===== src/rtl/line_sensor_adc_scan.sv =====
// ============================================================================
// Module   : line_sensor_adc_scan
// Brief    : SPI scan engine for an ADC128S022. Cycles through three channels,
//            keeps the newest 12-bit result per channel, pulses scan_done when
//            the third slot is refreshed.
// Revision : 1.0 - initial release
// ============================================================================
`default_nettype none

module line_sensor_adc_scan #(
  parameter int         CLK_DIV = 2,
  parameter int         GAP     = 2,
  parameter logic [2:0] CH0     = 3'd0,
  parameter logic [2:0] CH1     = 3'd1,
  parameter logic [2:0] CH2     = 3'd2
) (
  input  logic        clk,
  input  logic        reset,
  input  logic        en,
  input  logic        adc_dout,
  output logic        adc_cs_n,
  output logic        adc_sclk,
  output logic        adc_din,
  output logic [11:0] out0,
  output logic [11:0] out1,
  output logic [11:0] out2,
  output logic        scan_done
);

  localparam int c_ph_w  = $clog2(2 * CLK_DIV);
  localparam int c_gap_w = (GAP > 1) ? $clog2(GAP) : 1;

  localparam logic [c_ph_w-1:0]  c_ph_last  = c_ph_w'(2 * CLK_DIV - 1);
  localparam logic [c_ph_w-1:0]  c_ph_rise  = c_ph_w'(CLK_DIV);
  localparam logic [c_gap_w-1:0] c_gap_last = c_gap_w'(GAP - 1);

  typedef enum logic [1:0] {
    S_IDLE  = 2'd0,
    S_FRAME = 2'd1,
    S_GAP   = 2'd2
  } state_t;

  state_t              r_state;
  state_t              w_state_next;
  logic [c_ph_w-1:0]   r_ph;
  logic [3:0]          r_bit;
  logic [c_gap_w-1:0]  r_gap;
  logic [1:0]          r_slot;
  logic [1:0]          r_prev_slot;
  logic                r_prime;
  logic [15:0]         r_shift;
  logic [15:0]         w_shift_next;
  logic [11:0]         r_out0;
  logic [11:0]         r_out1;
  logic [11:0]         r_out2;
  logic                r_scan_done;
  logic [2:0]          w_addr;
  logic [15:0]         w_word;
  logic                w_in_frame;
  logic                w_frame_last;
  logic                w_gap_last;
  logic                w_sample;

  assign w_in_frame   = (r_state == S_FRAME);
  assign w_frame_last = w_in_frame && (r_bit == 4'd15) && (r_ph == c_ph_last);
  assign w_gap_last   = (r_state == S_GAP) && (r_gap == c_gap_last);
  // dout is taken in the first high cycle of each SCLK period
  assign w_sample     = w_in_frame && (r_ph == c_ph_rise);
  assign w_word       = {2'b00, w_addr, 11'd0};
  assign w_shift_next = w_sample ? ((r_shift << 1) | {15'd0, adc_dout}) : r_shift;

  // Map the scan slot to the configured ADC channel
  always_comb begin
    w_addr = CH2;
    case (r_slot)
      2'd0:    w_addr = CH0;
      2'd1:    w_addr = CH1;
      default: w_addr = CH2;
    endcase
  end

  // State register
  always_ff @(posedge clk) begin
    if (reset) r_state <= S_IDLE;
    else       r_state <= w_state_next;
  end

  // Next-state and SPI pin decode; din follows the bit index, which only moves on SCLK fall
  always_comb begin
    w_state_next = r_state;
    adc_cs_n     = 1'b1;
    adc_sclk     = 1'b1;
    adc_din      = 1'b0;
    case (r_state)
      S_IDLE: begin
        if (en) w_state_next = S_FRAME;
      end
      S_FRAME: begin
        adc_cs_n = 1'b0;
        adc_sclk = (r_ph >= c_ph_rise);
        adc_din  = w_word[4'd15 - r_bit];
        if (w_frame_last) w_state_next = S_GAP;
      end
      S_GAP: begin
        if (w_gap_last) w_state_next = en ? S_FRAME : S_IDLE;
      end
      default: w_state_next = S_IDLE;
    endcase
  end

  // Bit/phase counters inside a frame and the inter-frame gap counter
  always_ff @(posedge clk) begin
    if (reset) begin
      r_ph  <= '0;
      r_bit <= 4'd0;
      r_gap <= '0;
    end else begin
      r_ph  <= '0;
      r_gap <= '0;
      if (w_in_frame) begin
        r_bit <= r_bit;
        if (r_ph == c_ph_last) r_bit <= r_bit + 4'd1;
        else                   r_ph  <= r_ph + 1'b1;
      end else begin
        r_bit <= 4'd0;
      end
      if ((r_state == S_GAP) && !w_gap_last) r_gap <= r_gap + 1'b1;
    end
  end

  // Shift in dout, commit the previous frame's result at frame end, advance the pointer
  always_ff @(posedge clk) begin
    if (reset) begin
      r_slot      <= 2'd0;
      r_prev_slot <= 2'd0;
      r_prime     <= 1'b1;
      r_shift     <= 16'd0;
      r_out0      <= 12'd0;
      r_out1      <= 12'd0;
      r_out2      <= 12'd0;
      r_scan_done <= 1'b0;
    end else begin
      r_scan_done <= 1'b0;
      r_shift     <= w_shift_next;
      if (w_frame_last) begin
        // Data arriving now belongs to the address sent in the previous frame
        if (!r_prime) begin
          case (r_prev_slot)
            2'd0: r_out0 <= w_shift_next[11:0];
            2'd1: r_out1 <= w_shift_next[11:0];
            2'd2: begin
              r_out2      <= w_shift_next[11:0];
              r_scan_done <= 1'b1;
            end
            default: begin end
          endcase
        end
        r_prime     <= 1'b0;
        r_prev_slot <= r_slot;
        r_slot      <= (r_slot == 2'd2) ? 2'd0 : r_slot + 2'd1;
      end
      // Dropping to idle restarts the sequence at CH0 with a fresh prime frame
      if (w_gap_last && !en) begin
        r_slot  <= 2'd0;
        r_prime <= 1'b1;
      end
    end
  end

  assign out0      = r_out0;
  assign out1      = r_out1;
  assign out2      = r_out2;
  assign scan_done = r_scan_done;

endmodule

`default_nettype wire

===== config.mk =====
export PLATFORM = sky130hd
export DESIGN_NAME = line_sensor_adc_scan
export DESIGN_NICKNAME = d
export VERILOG_FILES = /design/src/rtl/line_sensor_adc_scan.sv
export SDC_FILE = /design/constraint.sdc
export NUM_CORES = 1
export LEC_CHECK = 0
export CAP_MARGIN = 25
export CORE_ASPECT_RATIO = 0.8
export CORE_MARGIN = 8
export CORE_UTILIZATION = 50
export DETAILED_ROUTE_END_ITERATION = 8
export PLACE_DENSITY = 0.77
export SYNTH_ARGS = -nofsm -noshare
export SYNTH_HDL_FRONTEND = slang
export SYNTH_SLANG_ARGS = --single-unit

===== constraint.sdc =====
create_clock -name clk -period 5.5 [get_ports clk]
set_clock_uncertainty 0.15 [all_clocks]
set_input_delay 0.55 -clock clk [delete_from_list [all_inputs] [get_ports clk]]
set_output_delay 0.55 -clock clk [all_outputs]
set_load 0.1 [all_outputs]

Word-level counts from Yosys, hierarchy flattened

Index checks and enable logic that the tools add are counted.

Bits in registers: 63
Latch bits: 0
Memory bits (writable): 0
ROM bits: 0
Input port bits: 4
Word-level logic and storage cells: 70
Memories: 0

$add $sub $neg: 5
Multiply operators: 0
Divide/modulo/power cells: 0
Magnitude comparators: 2
Equality and inequality tests: 12
Shifts and indexed selects: 0
Multiplexer cells: 14
Bitwise logic cells: 5
Reduce and logical (&&, ||, !) cells: 20

Operator list:

| operator            | count |
|---|---|
| $mux 12             | 1 |
| $or 12x1->12        | 1 |
| $reduce_and 3->1    | 4 |
| $eq 2x2->1 const B  | 5 |
| $mux 2              | 4 |
| $eq 2x1->1 const B  | 3 |
| $logic_and 1x1->1   | 6 |
| $logic_not 2->1     | 3 |
| $mux 1              | 6 |
| $pmux 2 s3          | 1 |
| $reduce_or 2->1     | 3 |
| $reduce_or 3->1     | 2 |
| $lt 4x5->1 const B  | 1 |
| $add 2x1->2 const B | 2 |
| $add 4x1->4 const B | 1 |
| $bmux 1 s4          | 1 |
| $eq 4x4->1 const B  | 1 |
| $ne 2x2->1 const B  | 2 |
| $not 1->1           | 4 |
| $pmux 2 s2          | 1 |
| $sub 4x4->4 const A | 1 |
| $ge 2x2->1 const B  | 1 |
| $logic_not 1->1     | 2 |
| $ne 2x1->1 const B  | 1 |
| $add 1x1->1 const B | 1 |

Longest topological paths before layout

Depth after elaboration: 6
Gate-level depth with buffers: 7
Depth with buffers taken out: 5

Worst setup path after synthesis

Ideal clock, no wire load.

Path type: reg-to-output
From: register r_state[0]
To: output adc_din
Arrival: 5.937 ns
Data required time: 4.800 ns
Setup slack: -1.137 ns
Cell stages (with the launch flop): 3
Buffers on the path: 0
Cells stage by stage: dfxtp_1 -> nand2b_1 -> a2111oi_0

Word-level cells in the longest chain between the ends: 2

RTL lines:

| element                | line | source |
|---|---|---|
| from (decl)            | 43   | `state_t r_state;` |
| from (signal assigned) | 85   | `else r_state <= w_state_next;` |
| $eq 2x1->1             | 94   | `case (r_state)` |
| $mux 1                 | 94   |  |
| to (decl)              | 23   | `output logic adc_din,` |

Every way passes these cells.

Worst setup path after layout

From: register r_bit[2]
To: output adc_din

Word-level cells in the longest chain between the ends: 4

RTL lines:

| element                      | line | source |
|---|---|---|
| from (decl)                  | 46   | `logic [3:0] r_bit;` |
| from (signal assigned)       | 121  | `r_bit <= r_bit;` |
| from (signal assigned)       | 122  | `if (r_ph == c_ph_last) r_bit <= r_bit + 4'd1;` |
| $sub 4x4->4                  | 101  | `adc_din = w_word[4'd15 - r_bit];` |
| $bmux 1 s4                   | 101  |  |
| $mux 1 (implied by the code) | 101  |  |
| $mux 1                       | 94   |  |

Every way passes these cells. The select of a mux whose other input is x is not followed.

==> impl.org <==
** Timing
- Hold violation count in the final report :: 0
- At the pin with the least slew margin, the transition time is 0.991 ns.
- Final Critical Period :: 3.28 ns
- RSZ-0062 raised after global routing :: no
- Based on the critical path, the design can be clocked at up to around 0.3 GHz.
- Final Slew Violations :: 0
- In this run the tightest slew margin relative to its limit is 0.337.
- Setup violators final :: 0
- Total Negative Setup Slacks :: 0 ns
- Of the available clock period, the critical path in the final layout requires 0.597.

** Logic synthesis
- Synth top cells by count :: 63 x sky130_fd_sc_hd__dfxtp_1, 17 x sky130_fd_sc_hd__nand2_1, 17 x sky130_fd_sc_hd__nor2_1, 14 x sky130_fd_sc_hd__inv_1
- In the post-synthesis netlist, the cell with the most instances is sky130_fd_sc_hd__dfxtp_1.
- Asr flop ratio synth :: 0
- Of the post-synthesis cell area, the dominant cell type holds 0.535.
- The Yosys step of the flow raised 0 warnings.
- After synthesis the netlist holds a flip-flop and latch count of 63.
- Synthesis instantiated 43 different standard cells from the library.
- Counting every instance in the synthesized netlist gives 240.
- Ranked by total cell area, the synthesized netlist is headed by sky130_fd_sc_hd__dfxtp_1 54%, sky130_fd_sc_hd__mux2i_1 5.5%, sky130_fd_sc_hd__o311ai_0 4.5%.
- The most used flip-flop cell after synthesis is sky130_fd_sc_hd__dfxtp_1.
- The synthesized design contains 0 enable-type register cells.
- Sequential element share of the synthesized area :: 0.535
- A synthesized cell averages just under 10 um2.
- sky130_fd_sc_hd__dfxtp_1 takes more of the synthesized area than any other cell.
- The synthesized netlist occupies a cell area of about 0.0024 mm2.
- Synthesized net count :: 247

** Critical path
- For this design, the slowest cell found on the critical path is sky130_fd_sc_hd__clkdlybuf4s50_1.
- Maximum fanout along the worst path :: 6
- Cell chain of the critical path :: nor4bb_1 -> a31oi_1 -> a2111oi_1 -> clkdlybuf4s50_1
- Startpoint types :: flop
- Together, buffers and inverters on the worst path number 1.
- By startpoint and endpoint, the worst setup path is classified as reg -> out.
- The largest single stage delay on the critical path is 1.20 ns.
- Worst EP arrival :: 2.58 ns
- Worst path top cell family by delay :: buffers and inverters
- STA classifies the critical path endpoint as an output port.
- WP data required :: roughly 4.8 ns

** CTS
- CTS placed an instance of sky130_fd_sc_hd__clkbuf_8 at the clock tree root.
- The number of setup buffers added after CTS is 0.
- Clk pin slew, worst setup/hold paths :: 0.06 ns
- Counting the buffers created by CTS gives 9.
- Source-to-sink clock delay at the later pin of the worst-skew pair :: ~0.33 ns
- Counting every sink on the clock net gives 63.
- Deepest level of the CTS H-tree :: 3
- The clock passes through at most 2 buffers.
- Post-cts sizing count :: 0
- Clock tree from TritonCTS :: yes
- For this design, the CTS-stage hold fixing added 0 buffers.

** Detailed routing
- Routed via count divided by cell count :: 5.80
- After detailed routing, the average wire length per cell comes to 16.4 um.
- In the routed design, unresolved DRC markers number 0.
- After the first detailed-routing iteration, the DRC count stood at 229.
- Routed via count :: approximately 2,000
- Antenna viol nets, final :: 0
- The routed design has 5610 um of wire.
- DRT Pass-1 Iters :: 4

** Place
- Cells after DPL :: between 300 and 400
- The wire-length estimate of the detail-placed layout is 3710 um.
- The congestion estimate from routability-driven global placement came to 0.794.
- Count of buffers from port buffering :: between 40 and 50

** Floorplan
- Die X :: 92.8 um
- For this design the top-level I/O count stands at 44.
- Vertical extent of the die :: 77.4 um
- The die covers 0.00718 mm2.
- After floorplanning, the core was sized to cover 0.00457 mm2.
- Initial Util :: 0.516
- Row Count :: 22

** Cells and area
- Area added between synthesis and finish :: 28.2%
- After the flow finishes, the layout carries non-filler instances totaling approximately 340.
- After the last flow step, the layout net total stands at approximately 280.
- The repair_antennas step left the layout with diodes totalling 0.
- Measured on the finished design, the core utilization comes to 0.661.
- Fraction of layout instances using a drive strength above 1 :: 0.0745

** Power
- The share of total power dissipated in combinational logic is 0.027.
- The internal portion of the total power is 0.743 mW.
- Flop pwr share :: 0.495
- Clock power share :: 0.477
- VDD sags by at most 0.216 mV.
- Of the total power, the share spent switching nets is 0.197.
- Static leakage power :: between 1 and 1.5 nW
- Dividing total power by cell area gives a power density of ~310 mW/mm2.
- Switching pwr :: 0.183 mW

** Global route
- Global-route congestion overflow total :: 0
- Pin count of the biggest net entering global routing :: 33
- In the global route stage, overall resource usage came out at 0.160.
- The number of global-route vias before repair came to 1,915.
- The first global-routing pass estimated 9240 um of wire.
- Antenna violations before repair :: 0

** Flow run
- The tool flagged a number of max-cap violations equal to 0.

** Run status
- Run status :: finished, final reports clean

** Min path
- Kind of path behind the tightest hold check :: reg -> reg
-- stage by stage --
step	hold WS (ns)	total power [mW]	cell area, um2	setup slack, ns
6_report	0.320	0.926	3020	2.22
5_1_grt	0.343	0.958	3020	2.14
2_1_floorplan	0.277	0.486	2360	0.214
3_3_place_gp	0.289	0.494	2800	2.57
4_1_cts	0.318	0.933	3020	2.20
3_5_place_dp	0.307	0.494	2800	2.58
-- sequential cells by signal, summed over array words and instances (netlist names) --
signal	cells
r_prev_slot	2
r_state	2
scan_done	1
out1	12
r_prime	1
r_slot	2
out2	12
r_shift	12
r_ph	2
out0	12
r_bit	4
r_gap	1
-- cells by family after synthesis --
kind of cell / count (synthesis) / synth area share
flops: 63 / 0.535
compound gates: 62 / 0.185
simple gates: 62 / 0.138
buf+inv: 34 / 0.0600
mux: 13 / 0.0552
xor+xnor: 3 / 0.0111
fa+ha+maj: 3 / 0.0159
-- power by group through the flow --
stage	clock network (mW)	logic (mW)	registers [mW]
final	0.442	0.0251	0.459
after CTS	0.449	0.0253	0.459
after detailed placement	0	0.0253	0.469
after global placement	0	0.0249	0.469
after global routing	0.472	0.0270	0.459
after floorplan	0	0.0177	0.469
-- layout by cell type, fill, tap and decap left out, types with 3 or more instances in the layout --
cell,n
sky130_fd_sc_hd__o32ai_1,12
sky130_fd_sc_hd__o22ai_1,12
sky130_fd_sc_hd__nand2_1,17
sky130_fd_sc_hd__nand3_1,4
sky130_fd_sc_hd__nor2_1,17
sky130_fd_sc_hd__o21ai_1,10
sky130_fd_sc_hd__nor3_1,3
sky130_fd_sc_hd__nor4_1,3
sky130_fd_sc_hd__ha_1,3
sky130_fd_sc_hd__dfxtp_1,63
sky130_fd_sc_hd__inv_1,14
sky130_fd_sc_hd__mux2i_1,13
sky130_fd_sc_hd__o311ai_0,12
sky130_fd_sc_hd__a21oi_1,5
sky130_fd_sc_hd__clkbuf_8,11
sky130_fd_sc_hd__o21ai_0,5
sky130_fd_sc_hd__nand2b_1,3
sky130_fd_sc_hd__buf_4,3
sky130_fd_sc_hd__clkdlybuf4s50_1,43
-- final timing paths --
kind                            startpoint  slack [ns]      end  depth (start not counted)
worst max-delay path              r_bit[2]        2.22  adc_din                          4
worst min-delay path               r_ph[0]        0.32  r_ph[0]                          1
worst max register to register     r_ph[0]        2.79  out1[1]                          4
worst min register to register     r_ph[0]        0.32  r_ph[0]                          1
-- layout make-up --
class | count | area [um2]
Clock buffer | 13 | 159
Multi-Input combinational cell | 143 | 956
Sequential cell | 63 | 1260
Clock inverter | 3 | 65.1
Timing Repair Buffer | 46 | 453
Tap cell | 60 | 75.1
Inverter | 14 | 52.6
Fill cell | 380 | 1550
-- routing by layer --
metal / up-vias / share of wire / GRT usage
met3: 9 / 0.096 / 0.0721
met2: 82 / 0.45 / 0.242
met5: - / 0 / 0
li1: 958 / - / -
met1: 935 / 0.45 / 0.197
met4: 0 / 0.011 / 0.0530
Note: power is estimated with default switching activity, not from simulation.
